**src/rtl/tachgen16_pkg.sv**
```systemverilog
// tachgen16_pkg: shared FSM state, quadrature sequence and phase stepping helper for tachgen16.
package tachgen16_pkg;
    typedef enum logic {IDLE, RUN} state_t;
    localparam int STEPS_W = 16;
    localparam logic [1:0] UP_SEQ [4] = '{2'b00, 2'b01, 2'b11, 2'b10};
    // Gray phase maps to its sequence index as {p1, p1^p0}; step one index in the chosen direction.
    function automatic logic [1:0] next_phase(input logic [1:0] phase, input logic dir);
        logic [1:0] idx;
        idx = {phase[1], ^phase};
        return dir ? UP_SEQ[idx + 2'd1] : UP_SEQ[idx - 2'd1];
    endfunction
endpackage

```
**src/rtl/tachgen16_if.sv**
```systemverilog
// tachgen16_if: control/status bundle of the quadrature tach generator.
// Carries invphase only when TACHGEN_INVPHASE_EN is defined.
interface tachgen16_if #(parameter int PERIOD_W = 8);
    logic                start;
    logic                abort;
    logic                freeze;
    logic                dir;
    logic [7:0]          stepsh;
    logic [7:0]          stepsl;
    logic [PERIOD_W-1:0] period;
    logic [1:0]          tach;
    logic                busy;
    logic                done;
    logic [7:0]          remh;
    logic [7:0]          reml;
`ifdef TACHGEN_INVPHASE_EN
    logic                invphase;
    modport master (output start, abort, freeze, dir, stepsh, stepsl, period, invphase,
                    input tach, busy, done, remh, reml);
    modport slave  (input start, abort, freeze, dir, stepsh, stepsl, period, invphase,
                    output tach, busy, done, remh, reml);
`else
    modport master (output start, abort, freeze, dir, stepsh, stepsl, period,
                    input tach, busy, done, remh, reml);
    modport slave  (input start, abort, freeze, dir, stepsh, stepsl, period,
                    output tach, busy, done, remh, reml);
`endif
endinterface

```
**src/rtl/tachgen16_divider.sv**
```systemverilog
// tachgen_divider: loadable down-counter pacing tach transitions; load beats hold.
module tachgen_divider #(parameter int W = 8) (
    input  logic         clk,
    input  logic         rst_n,
    input  logic         i_load,
    input  logic [W-1:0] i_value,
    input  logic         i_hold,
    output logic         o_zero
);
    logic [W-1:0] r_cnt;
    always_ff @(posedge clk or negedge rst_n) begin
        if (!rst_n) r_cnt <= '0;
        else if (i_load) r_cnt <= i_value;
        else if (!i_hold && r_cnt != '0) r_cnt <= r_cnt - 1'b1;
    end
    assign o_zero = r_cnt == '0;
endmodule

```
**src/rtl/tachgen16.sv**
```systemverilog
// tachgen16: quadrature tach generator emitting a counted gray-code run at a programmable step period.
// Optional TACHGEN_INVPHASE_EN adds an output phase swap driven by invphase.
module tachgen16
    import tachgen16_pkg::*;
#(
    parameter int         PERIOD_W   = 8,
    parameter logic [1:0] PHASE_INIT = 2'b00
) (
    input  logic   clk,
    input  logic   rst_n,
    tachgen16_if.slave bus
);
    state_t               r_state, w_next;
    logic [1:0]           r_phase;
    logic [STEPS_W-1:0]   r_rem;
    logic [PERIOD_W-1:0]  r_period;
    logic                 r_dir, r_done;
    logic [STEPS_W-1:0]   w_steps;
    logic [PERIOD_W-1:0]  w_value;
    logic                 w_start, w_step, w_zero_start, w_zero, w_last, w_hold;

    assign w_steps = {bus.stepsh, bus.stepsl};
    assign w_last  = r_rem == STEPS_W'(1);
    assign w_value = (r_state == IDLE) ? bus.period : r_period;
    assign w_hold  = (r_state == IDLE) || bus.freeze || bus.abort;

    tachgen_divider #(.W(PERIOD_W)) u_div (
        .clk(clk), .rst_n(rst_n), .i_load(w_start || w_step),
        .i_value(w_value), .i_hold(w_hold), .o_zero(w_zero)
    );

    always_ff @(posedge clk or negedge rst_n) begin
        if (!rst_n) r_state <= IDLE;
        else r_state <= w_next;
    end

    always_comb begin
        w_next       = r_state;
        w_start      = 1'b0;
        w_step       = 1'b0;
        w_zero_start = 1'b0;
        if (r_state == IDLE) begin
            if (bus.start && !bus.abort) begin
                w_zero_start = w_steps == '0;
                w_start      = w_steps != '0;
                w_next       = (w_steps != '0) ? RUN : IDLE;
            end
        end else if (bus.abort) begin
            w_next = IDLE;
        end else if (!bus.freeze && w_zero) begin
            w_step = 1'b1;
            w_next = w_last ? IDLE : RUN;
        end
    end

    // Phase is deliberately left alone on start so consecutive runs stay gray-continuous.
    always_ff @(posedge clk or negedge rst_n) begin
        if (!rst_n) begin
            r_phase  <= PHASE_INIT;
            r_rem    <= '0;
            r_period <= '0;
            r_dir    <= 1'b0;
            r_done   <= 1'b0;
        end else begin
            r_done <= w_zero_start || (w_step && w_last);
            if (w_start) begin
                r_dir    <= bus.dir;
                r_period <= bus.period;
                r_rem    <= w_steps;
            end else if (w_step) begin
                r_phase <= next_phase(r_phase, r_dir);
                r_rem   <= r_rem - 1'b1;
            end
        end
    end

    assign bus.busy = r_state == RUN;
    assign bus.done = r_done;
    assign bus.remh = r_rem[15:8];
    assign bus.reml = r_rem[7:0];
`ifdef TACHGEN_INVPHASE_EN
    assign bus.tach = bus.invphase ? {r_phase[0], r_phase[1]} : r_phase;
`else
    assign bus.tach = r_phase;
`endif
endmodule

```
**src/flat_wrapper.sv**
```systemverilog
// flat-port wrapper written by rule: the top's interface ports become plain ports
module tachgen16_flat import tachgen16_pkg::*;
#(
    parameter int         PERIOD_W   = 8,
    parameter logic [1:0] PHASE_INIT = 2'b00
)
  (clk, rst_n, bus_start, bus_abort, bus_freeze, bus_dir, bus_stepsh, bus_stepsl, bus_period, bus_tach, bus_busy, bus_done, bus_remh, bus_reml);
  tachgen16_if #(.PERIOD_W(PERIOD_W)) bus_i ();
  input  logic clk;
  input  logic rst_n;
  input wire logic [$bits(bus_i.start)-1:0] bus_start;
  input wire logic [$bits(bus_i.abort)-1:0] bus_abort;
  input wire logic [$bits(bus_i.freeze)-1:0] bus_freeze;
  input wire logic [$bits(bus_i.dir)-1:0] bus_dir;
  input wire logic [$bits(bus_i.stepsh)-1:0] bus_stepsh;
  input wire logic [$bits(bus_i.stepsl)-1:0] bus_stepsl;
  input wire logic [$bits(bus_i.period)-1:0] bus_period;
  output wire logic [$bits(bus_i.tach)-1:0] bus_tach;
  output wire logic [$bits(bus_i.busy)-1:0] bus_busy;
  output wire logic [$bits(bus_i.done)-1:0] bus_done;
  output wire logic [$bits(bus_i.remh)-1:0] bus_remh;
  output wire logic [$bits(bus_i.reml)-1:0] bus_reml;
  assign bus_i.start = bus_start;
  assign bus_i.abort = bus_abort;
  assign bus_i.freeze = bus_freeze;
  assign bus_i.dir = bus_dir;
  assign bus_i.stepsh = bus_stepsh;
  assign bus_i.stepsl = bus_stepsl;
  assign bus_i.period = bus_period;
  assign bus_tach = bus_i.tach;
  assign bus_busy = bus_i.busy;
  assign bus_done = bus_i.done;
  assign bus_remh = bus_i.remh;
  assign bus_reml = bus_i.reml;
  tachgen16 #(.PERIOD_W(PERIOD_W), .PHASE_INIT(PHASE_INIT)) u_core (.clk(clk), .rst_n(rst_n), .bus(bus_i));
endmodule
```
**config.mk**
```make
export PLATFORM = sky130hd
export DESIGN_NAME = tachgen16_flat
export DESIGN_NICKNAME = d
export VERILOG_FILES = /design/src/rtl/tachgen16_pkg.sv /design/src/rtl/tachgen16_if.sv /design/src/rtl/tachgen16_divider.sv /design/src/rtl/tachgen16.sv /design/src/flat_wrapper.sv
export SDC_FILE = /design/constraint.sdc
export NUM_CORES = 1
export LEC_CHECK = 0
export BUFFER_PORTS_ARGS = -buffer_cell sky130_fd_sc_hd__buf_2
export CORE_ASPECT_RATIO = 0.7
export CORE_MARGIN = 4
export CORE_UTILIZATION = 53
export CTS_CLUSTER_DIAMETER = 40
export DETAILED_ROUTE_END_ITERATION = 16
export PLACE_DENSITY = 0.84
export SLEW_MARGIN = 20
export SYNTH_ARGS = -nofsm -noshare
export SYNTH_HDL_FRONTEND = slang
export SYNTH_SLANG_ARGS = --single-unit
```
**constraint.sdc**
```tcl
create_clock -name clk -period 2.7 [get_ports clk]
set_input_delay 0.405 -clock clk [delete_from_list [all_inputs] [get_ports clk]]
set_output_delay 0.405 -clock clk [all_outputs]
set_load 0.02 [all_outputs]
```
# Word-level counts from Yosys, hierarchy flattened
# Index checks and enable logic that the tools add are counted.
[totals]
register_bits = 37
output_inout_bits = 20
[op_classes]
eq_ne = 1
magnitude_cmp = 2
mux = 25
n_reduce_logical = 19
n_bitwise = 4
addsub = 4
[op_table]
columns = ["op", "n"]
rows = [
  ["2-to-1 mux 16 bit", 2],
  ["2-to-1 mux 8 bit", 3],
  ["equality test 16 x 1 -> 1 bit (second input constant)", 1],
  ["zero test 16 bit", 1],
  ["nonzero test 16 bit", 1],
  ["subtractor 16 x 1 -> 16 bit (second input constant)", 1],
  ["2-to-1 mux 1 bit", 13],
  ["2-to-1 mux 2 bit", 5],
  ["binary-select mux 2 bit (select 2 bit)", 2],
  ["zero test 8 bit", 1],
  ["nonzero test 8 bit", 1],
  ["subtractor 8 x 1 -> 8 bit (second input constant)", 1],
  [">= comparator 3 bit (second input constant)", 2],
  ["inverter 2 -> 3 bit", 2],
  ["logical AND 1 bit", 4],
  ["logical OR 1 bit", 4],
  ["nonzero test 2 bit", 2],
  ["zero test 1 bit", 3],
  ["adder 2 x 1 -> 2 bit (second input constant)", 1],
  ["inverter 1 bit", 2],
  ["AND reduction 2 bit", 1],
  ["parity 2 bit", 1],
  ["subtractor 2 x 1 -> 2 bit (second input constant)", 1],
]

# Depth between registers and ports, before layout
# Gate-level depths: netlist of the first run.
[depth]
ltp_word = 7
mapped_depth = 9
ltp_nobuf = 7

# Hierarchy
# A second synthesis of the first run with hierarchy kept.
[hier_totals]
cells_unflattened = 213
hier_area_um2 = 2238.4
[by_module_without_submodules]
columns = ["mod", "area_per_inst_um2", "n_inst", "cells_per_inst"]
rows = [
  ["tachgen16", 1701.6, 1, 155],
  ["tachgen_divider", 536.8, 1, 58],
]

# Worst setup path after synthesis of the first run
# OpenSTA, ideal clock, no wires.
[synth_timing]
kind = "reg2reg"
start = "register u_core.u_div.r_cnt[0]"
end = "register u_core.r_rem[5]"
arrival_ps = 2151
t_required_ps = 2574
path_slack_ps = 424
path_buffers = 1
path_stages_with_launch = 9
period_less_slack_ps = 2276
cell_sequence = "dfrtp_1 inv_1 ha_1 or4b_2 nor3_2 a31o_2 buf_4 o21ai_0 a221o_1"
[synth_via]
elab_chain_cells = 6
[synth_lines]
columns = ["element", "line_no", "source"]
rows = [
  ["start, declared", "tachgen16_divider.sv:10", "logic [W-1:0] r_cnt;"],
  ["start signal, assigned", "tachgen16_divider.sv:13", "else if (i_load) r_cnt <= i_value;"],
  ["start signal, assigned", "tachgen16_divider.sv:14", "else if (!i_hold && r_cnt != '0) r_cnt <= r_cnt - 1'b1;"],
  ["zero test 8 bit", "tachgen16_divider.sv:16", "assign o_zero = r_cnt == '0;"],
  ["logical AND 1 bit", "tachgen16.sv:50", "end else if (!bus.freeze && w_zero) begin"],
  ["2-to-1 mux 1 bit", "tachgen16.sv:50", ""],
  ["2-to-1 mux 1 bit", "tachgen16.sv:48", "end else if (bus.abort) begin"],
  ["2-to-1 mux 1 bit", "tachgen16.sv:42", "if (r_state == IDLE) begin"],
  ["nonzero test 2 bit (no line)", "n/a", ""],
  ["end signal, assigned", "tachgen16.sv:69", "r_rem <= w_steps;"],
  ["end signal, assigned", "tachgen16.sv:72", "r_rem <= r_rem - 1'b1;"],
  ["end, declared", "tachgen16.sv:15", "logic [STEPS_W-1:0] r_rem;"],
]
# Every way passes these cells.
# A chain may end at the register's enable or synchronous reset.

# Final worst setup path of the first run
[layout_timing]
start = "register u_core.u_div.r_cnt[0]"
end = "register u_core.r_rem[3]"
# The elaborated chain is that of the path after synthesis.

==> results_tabular.tex, run 1 <==
\begin{tabular}{lr}
\hline
Metric & Value \\
\hline
\multicolumn{2}{l}{\textbf{Clock tree}} \\
Cell chosen for the clock root & clkbuf\_8 \\
Quantity of gates resized following cts & 0 \\
Hold-fix buffers, CTS & 0 \\
Clk sink count & 37 \\
Setup Fix Bufs, Post-CTS & 0 \\
CTS max path bufs & 2 \\
Clock transition at the registers of the reported paths & approximately 0.07 ns \\
Number of buffers created by CTS & 5 \\
H-tree levels & 2 \\
Clock latency on the worst-skew pair & between 0.2 and 0.3 ns \\
CTS tree & yes \\
\multicolumn{2}{l}{\textbf{Detailed routing}} \\
Routed WL & slightly above 5000 µm \\
Antenna violation net count after detailed routing & 0 \\
Number of detailed-route iterations in the first pass & 4 \\
Total number of vias & 1982 \\
Drt initial violations & 135 \\
Final routed wire length divided by cell count & 15.44 µm \\
Number of remaining DRC errors & 0 \\
Number of vias per cell & 5.934 \\
\multicolumn{2}{l}{\textbf{Placed design}} \\
Last weighted congestion value of the routability-driven placer & 0.9047 \\
Post-Place Cells & 326 \\
HPWL after detailed placement & 3889 µm \\
Port Buffers & 49 \\
\multicolumn{2}{l}{\textbf{Floorplan}} \\
Die area & about 5000 µm² \\
Top Ports & 50 \\
Die Span Y & around 60 µm \\
Core footprint & between 3000 and 4000 µm² \\
Die Width & 82.44 µm \\
Std cell rows & 18 \\
Initial core utilization & 0.5669 \\
\multicolumn{2}{l}{\textbf{Synthesis}} \\
Mean Syn Cell Area & $\sim$9 µm² \\
Most common cell in the netlist & nand2\_1 \\
Number of warnings printed during yosys synthesis & 0 \\
Synth cell count leaders & nand2\_1 (44), dfrtp\_1 (37), o21ai\_0 (17), nor2\_1 (16), nor4\_1 (11) \\
Fraction of post-synthesis cell area in the top cell type by area & 0.4504 \\
Cells after synthesis & 228 \\
Distinct cells, synth & 46 \\
Area leader, netlist & dfrtp\_1 \\
Most instantiated flip-flop cell in the synthesis netlist & dfrtp\_1 \\
FF+latch count, synth & 37 \\
Largest cells by area after synthesis & dfrtp\_1 (45\%), nand2\_1 (8.0\%), o21ai\_0 (4.1\%) \\
Net count of the mapped netlist & 261 \\
Post-synth EDFFs & 0 \\
Post-synthesis cell area & 2056 µm² \\
Sequential fraction of the synthesis area & 0.4504 \\
Post-synthesis async set-or-reset flop share & 1.000 \\
\multicolumn{2}{l}{\textbf{Worst setup path}} \\
CP max stage cell & or4b\_2 \\
Setup CP Type & register to register \\
Critical path startpoint category & register \\
Arrival @ worst endpoint & 2.57 ns \\
Reg2Reg Setup Slack & 0.30 ns \\
Worst path max stage delay & 0.63 ns \\
Setup crit end kind & register \\
Crit path required time & around 2.9 ns \\
Largest fanout on the critical path & 11 \\
Chain of cells forming the critical path & inv\_1, ha\_1, or4b\_2, nor3\_2, a31o\_2, o21ai\_0, a221o\_1 \\
\multicolumn{2}{l}{\textbf{Global route}} \\
First-pass GRT wire length & 8473 µm \\
Total congestion overflow after global routing & 0 \\
Via count of the first global-routing pass & around 1.8k \\
Global-route usage over all layers & 0.2285 \\
Initial antenna violation count & 0 \\
Largest net degree at the start of global routing & 38 \\
\multicolumn{2}{l}{\textbf{Timing}} \\
Fin crit period & 2.404 ns \\
Slew headroom & 0.4546 \\
Final setup skew & 0.003256 ns \\
Number of failing setup endpoints in the final timing report & 0 \\
Total count of max-transition violations in the final report & 0 \\
Final hold vios & 0 \\
Setup TNS & 0 ns \\
Worst-margin pin slew & a little over 0.8 ns \\
Setup repair after global routing missed its margin & no \\
Fraction of the cycle the final worst path needs & 0.8904 \\
Final hold slack & approximately 0.21 ns \\
Achievable frequency & a little over 400 MHz \\
\multicolumn{2}{l}{\textbf{Status}} \\
Outcome & finished, final reports clean \\
\multicolumn{2}{l}{\textbf{Pwr}} \\
Leak pwr & 1.122 nW \\
Worst vdd ir & 475.7 µV \\
Pwr per Cell Area & 650.4 nW/µm² \\
\multicolumn{2}{l}{\textbf{Worst hold path}} \\
Hold Path Class & input pin to async pin \\
\multicolumn{2}{l}{\textbf{Cells and area}} \\
Final \#Nets & $\sim$320 \\
Synthesis-to-layout area growth & 20.27\% \\
Share of layout cells above drive strength 1 & 0.2535 \\
Post-layout instance count excluding filler cells & roughly 330 \\
Layout Utilization & 0.6819 \\
Count of antenna diodes in the layout & 0 \\
\multicolumn{2}{l}{\textbf{Run}} \\
\# Max-Cap Violations & 0 \\
\hline
\end{tabular}
==> worst max-delay path, delay by kind of cell, from the launching register on <==
kind / cells / cell delay [ns]
compound gates: 3 / 0.79
fa+ha+maj: 1 / 0.18
buf+inv: 1 / 0.07
flops: 1 / 0.41
simple gates: 2 / 0.83
==> kinds of logic after synthesis <==
group,after synthesis,synth area share
adder cells (fa/ha/maj),3,0.01826
AND/OR/NAND/NOR,110,0.2721
AO/OA/AOI/OAI,45,0.1467
flip-flops,37,0.4504
buffers and inverters,14,0.02739
XOR/XNOR,12,0.05113
multiplexers,7,0.03409
==> worst paths after layout <==
| path | from | to | cells past startpoint |
|---|---|---|---|
| hold / removal | rst_n | u_core.r_rem[10] | 1 |
| setup / recovery | u_core.u_div.r_cnt[0] | u_core.r_rem[3] | 7 |
| setup reg to reg | u_core.u_div.r_cnt[0] | u_core.r_rem[3] | 7 |
| min in group clk | bus_dir | u_core.r_dir | 3 |
| hold reg to reg | u_core.r_period[5] | u_core.r_period[5] | 2 |
| max in group asynchronous | rst_n | u_core.u_div.r_cnt[5] | 1 |
==> through the flow <==
step | setup WS (ns) | area [µm²] | total power (W)
after floorplan | 0.4235 | 2056 | 0.001071
after global placement | 0.4547 | 2390 | 0.001226
after detailed placement | 0.3397 | 2390 | 0.001243
after CTS | 0.3280 | 2472 | 0.001613
after global routing | 0.2090 | 2472 | 0.001703
final | 0.2959 | 2472 | 0.001608
==> registers in the layout (all words and copies together) (netlist names) <==
name                cells
u_core.r_rem           16
u_core.u_div.r_cnt      8
u_core.bus.busy         1
u_core.bus.tach         2
u_core.bus.done         1
u_core.r_period         8
u_core.r_dir            1
==> power by group <==
part           switching, W  internal [W]  total [W]  leakage, nW
sequential         0.000118      0.000662   0.000780        0.454
combinational      0.000263      0.000195   0.000457        0.624
clock              0.000192      0.000179   0.000371       0.0450
total              0.000572       0.00104    0.00161         1.12
==> metal layers <==
| metal | part of all wire | GRT usage |
|---|---|---|
| met1 | 0.48 | 0.3340 |
| met2 | 0.43 | 0.3322 |
| met3 | 0.080 | 0.05120 |
| met4 | 0.010 | 0.07820 |
| met5 | 0 | 0 |
==> area by class of cell <==
type | count | area, µm²
clock buffer | 6 | 72.57
clock inverter | 2 | 10.01
fill | 298 | 1154
inverter | 4 | 15.01
multi-input combinational | 177 | 1074
sequential | 37 | 925.9
tap | 50 | 62.56
timing repair buffer | 58 | 312.8
==> layout by cell type (no fill, tap or decap), types with 6 or more instances in the layout <==
master / instances
buf_2: 49
nand2_1: 44
dfrtp_1: 37
o21ai_0: 17
nor2_1: 16
nor4_1: 11
buf_4: 9
nand3_1: 7
mux2i_1: 7
xnor2_1: 6
nor3_1: 6
xor2_1: 6
No activity file was read; power rests on OpenSTA's default activity.
==> inputs of run 2 (changes only) <==
--- a/config.mk
+++ b/config.mk
@@ -5,13 +5,13 @@
 export SDC_FILE = /design/constraint.sdc
 export NUM_CORES = 1
 export LEC_CHECK = 0
-export BUFFER_PORTS_ARGS = -buffer_cell sky130_fd_sc_hd__buf_2
 export CORE_ASPECT_RATIO = 0.7
 export CORE_MARGIN = 4
-export CORE_UTILIZATION = 53
+export CORE_UTILIZATION = 60
 export CTS_CLUSTER_DIAMETER = 40
 export DETAILED_ROUTE_END_ITERATION = 16
-export PLACE_DENSITY = 0.84
+export DONT_BUFFER_PORTS = 1
+export PLACE_DENSITY = 0.81
 export SLEW_MARGIN = 20
 export SYNTH_ARGS = -nofsm -noshare
 export SYNTH_HDL_FRONTEND = slang
==> results_tabular.tex, run 2 (same netlist as run 1, synthesis figures left out) <==
\begin{tabular}{lr}
\hline
Metric & Value \\
\hline
\multicolumn{2}{l}{\textbf{Floorplan}} \\
Std cell rows & 17 \\
Top Ports & 50 \\
Die Span Y & 56.98 µm \\
Die Width & 77.96 µm \\
Core footprint & 3212 µm² \\
Die area & 4442 µm² \\
Initial core utilization & 0.6400 \\
\multicolumn{2}{l}{\textbf{Global route}} \\
First-pass GRT wire length & 8521 µm \\
Via count of the first global-routing pass & 1773 \\
Largest net degree at the start of global routing & 38 \\
Initial antenna violation count & 0 \\
Total congestion overflow after global routing & 0 \\
Global-route usage over all layers & 0.2444 \\
\multicolumn{2}{l}{\textbf{Cells and area}} \\
Fin area & 2231 µm² \\
Post-layout instance count excluding filler cells & 281 \\
Count of antenna diodes in the layout & 0 \\
Commonest cells after routing, fill and taps aside & nand2\_1 (44), dfrtp\_1 (37), o21ai\_0 (17) \\
Register containing the most flip-flops in the final layout & u\_core.r\_rem \\
Synthesis-to-layout area growth & 8.521\% \\
Most common cell after layout, fill and taps aside & nand2\_1 \\
Number of flip-flops under the largest register name & 16 \\
Multi-input logic area & 1074 µm² \\
Layout Utilization & 0.6946 \\
Share of layout cells above drive strength 1 & 0.08974 \\
Largest registers & u\_core.r\_rem (16), u\_core.r\_period (8), u\_core.u\_div.r\_cnt (8) \\
FF/Latch Area & $\sim$930 µm² \\
Final \#Nets & 266 \\
Filler Cell Count & 259 \\
\multicolumn{2}{l}{\textbf{Detailed routing}} \\
Final routed wire length divided by cell count & 18.21 µm \\
Routed WL & 5116 µm \\
Number of detailed-route iterations in the first pass & 5 \\
Number of remaining DRC errors & 0 \\
Antenna violation net count after detailed routing & 0 \\
Drt initial violations & around 130 \\
Number of vias per cell & 6.431 \\
Total number of vias & between 1.5k and 2k \\
\multicolumn{2}{l}{\textbf{Timing}} \\
Setup repair after global routing missed its margin & no \\
Achievable frequency & around 410 MHz \\
Fin crit period & about 2.4 ns \\
Number of failing setup endpoints in the final timing report & 0 \\
Setup TNS & 0 ns \\
Final setup skew & 0.01086 ns \\
Slew headroom & 0.2712 \\
Worst-margin pin slew & roughly 1.1 ns \\
Total count of max-transition violations in the final report & 0 \\
Fraction of the cycle the final worst path needs & 0.8950 \\
Final hold vios & 0 \\
\multicolumn{2}{l}{\textbf{Worst setup path}} \\
Arrival @ worst endpoint & 2.58 ns \\
Setup CP Type & register to register \\
Critical path startpoint category & register \\
Setup crit end kind & register \\
Largest fanout on the critical path & 11 \\
Crit path required time & $\sim$2.9 ns \\
\multicolumn{2}{l}{\textbf{Pwr}} \\
Pwr per Cell Area & 690.9 nW/µm² \\
Leak pwr & slightly above 0.9 nW \\
Worst vdd ir & 424.3 µV \\
\multicolumn{2}{l}{\textbf{Clock tree}} \\
Clock latency on the worst-skew pair & about 0.29 ns \\
Quantity of gates resized following cts & 0 \\
CTS max path bufs & 2 \\
H-tree levels & 2 \\
Clock transition at the registers of the reported paths & $\sim$0.08 ns \\
Number of buffers created by CTS & 5 \\
Cell chosen for the clock root & clkbuf\_8 \\
Setup Fix Bufs, Post-CTS & 0 \\
Hold-fix buffers, CTS & 2 \\
CTS tree & yes \\
Clk sink count & 37 \\
\multicolumn{2}{l}{\textbf{Placed design}} \\
Post-Place Cells & between 200 and 300 \\
Cell area after placement & 2118 µm² \\
Port Buffers & 0 \\
Last weighted congestion value of the routability-driven placer & $\sim$0.9 \\
HPWL after detailed placement & 3787 µm \\
\multicolumn{2}{l}{\textbf{Status}} \\
Outcome & finished, final reports clean \\
\multicolumn{2}{l}{\textbf{Run}} \\
\# Max-Cap Violations & 0 \\
\multicolumn{2}{l}{\textbf{Worst hold path}} \\
Hold Path Class & input pin to register \\
\hline
\end{tabular}
run 2: report_power, final:
part	leakage [nW]	switching, W	internal, W
clock network	0.0450	0.000186	0.000179
registers	0.454	0.000187	0.000661
logic	0.419	0.000179	0.000150
run 2: per-layer routing:
metal,share of wire,GRT usage,wire (µm)
met1,0.42,0.3170,2127
met2,0.46,0.3780,2365
met3,0.11,0.09937,585
met4,0.0074,0.07731,38
met5,0,0,0
run 2: worst paths after layout:
check / startpoint / endpoint / slack (ns) / depth (start not counted)
max in group asynchronous: rst_n / u_core.r_period[7] / 1.93 / 2
worst max-delay path: u_core.u_div.r_cnt[0] / u_core.r_rem[5] / 0.28 / 7
worst min register to register: u_core.r_period[7] / u_core.r_period[7] / 0.48 / 2
worst max register to register: u_core.u_div.r_cnt[0] / u_core.r_rem[5] / 0.28 / 7
min in group asynchronous: rst_n / u_core.r_rem[11] / 0.56 / 2
worst min-delay path: bus_abort / u_core.bus.done / 0.19 / 1
run 2: layout make-up:
| cell class | count | area share |
|---|---|---|
| clock inverters | 2 | 0.004487 |
| clock buffers | 6 | 0.03253 |
| well taps | 47 | 0.02636 |
| repair buffers | 8 | 0.03365 |
| inverters | 4 | 0.006730 |
| flip-flops and latches | 37 | 0.4150 |
| multi-input cells | 177 | 0.4812 |
run 2: worst max-delay path: stages (launching register included):
cell and delay (ns):
dfrtp_1 0.42, inv_1 0.08, ha_1 0.19, or4b_2 0.65, nor3_2 0.23, a31o_2 0.29
o21ai_0 0.13, a221o_1 0.31
run 2: stage by stage:
step / hold slack [ns] / total power [W] / worst slack [ns]
5_1_grt: 0.1724 / 0.001639 / 0.1703
3_5_place_dp: 0.1103 / 0.001166 / 0.2897
3_3_place_gp: 0.1104 / 0.001137 / 0.3452
4_1_cts: 0.1789 / 0.001550 / 0.2864
2_1_floorplan: 0.1094 / 0.001071 / 0.4235
6_report: 0.1864 / 0.001541 / 0.2835
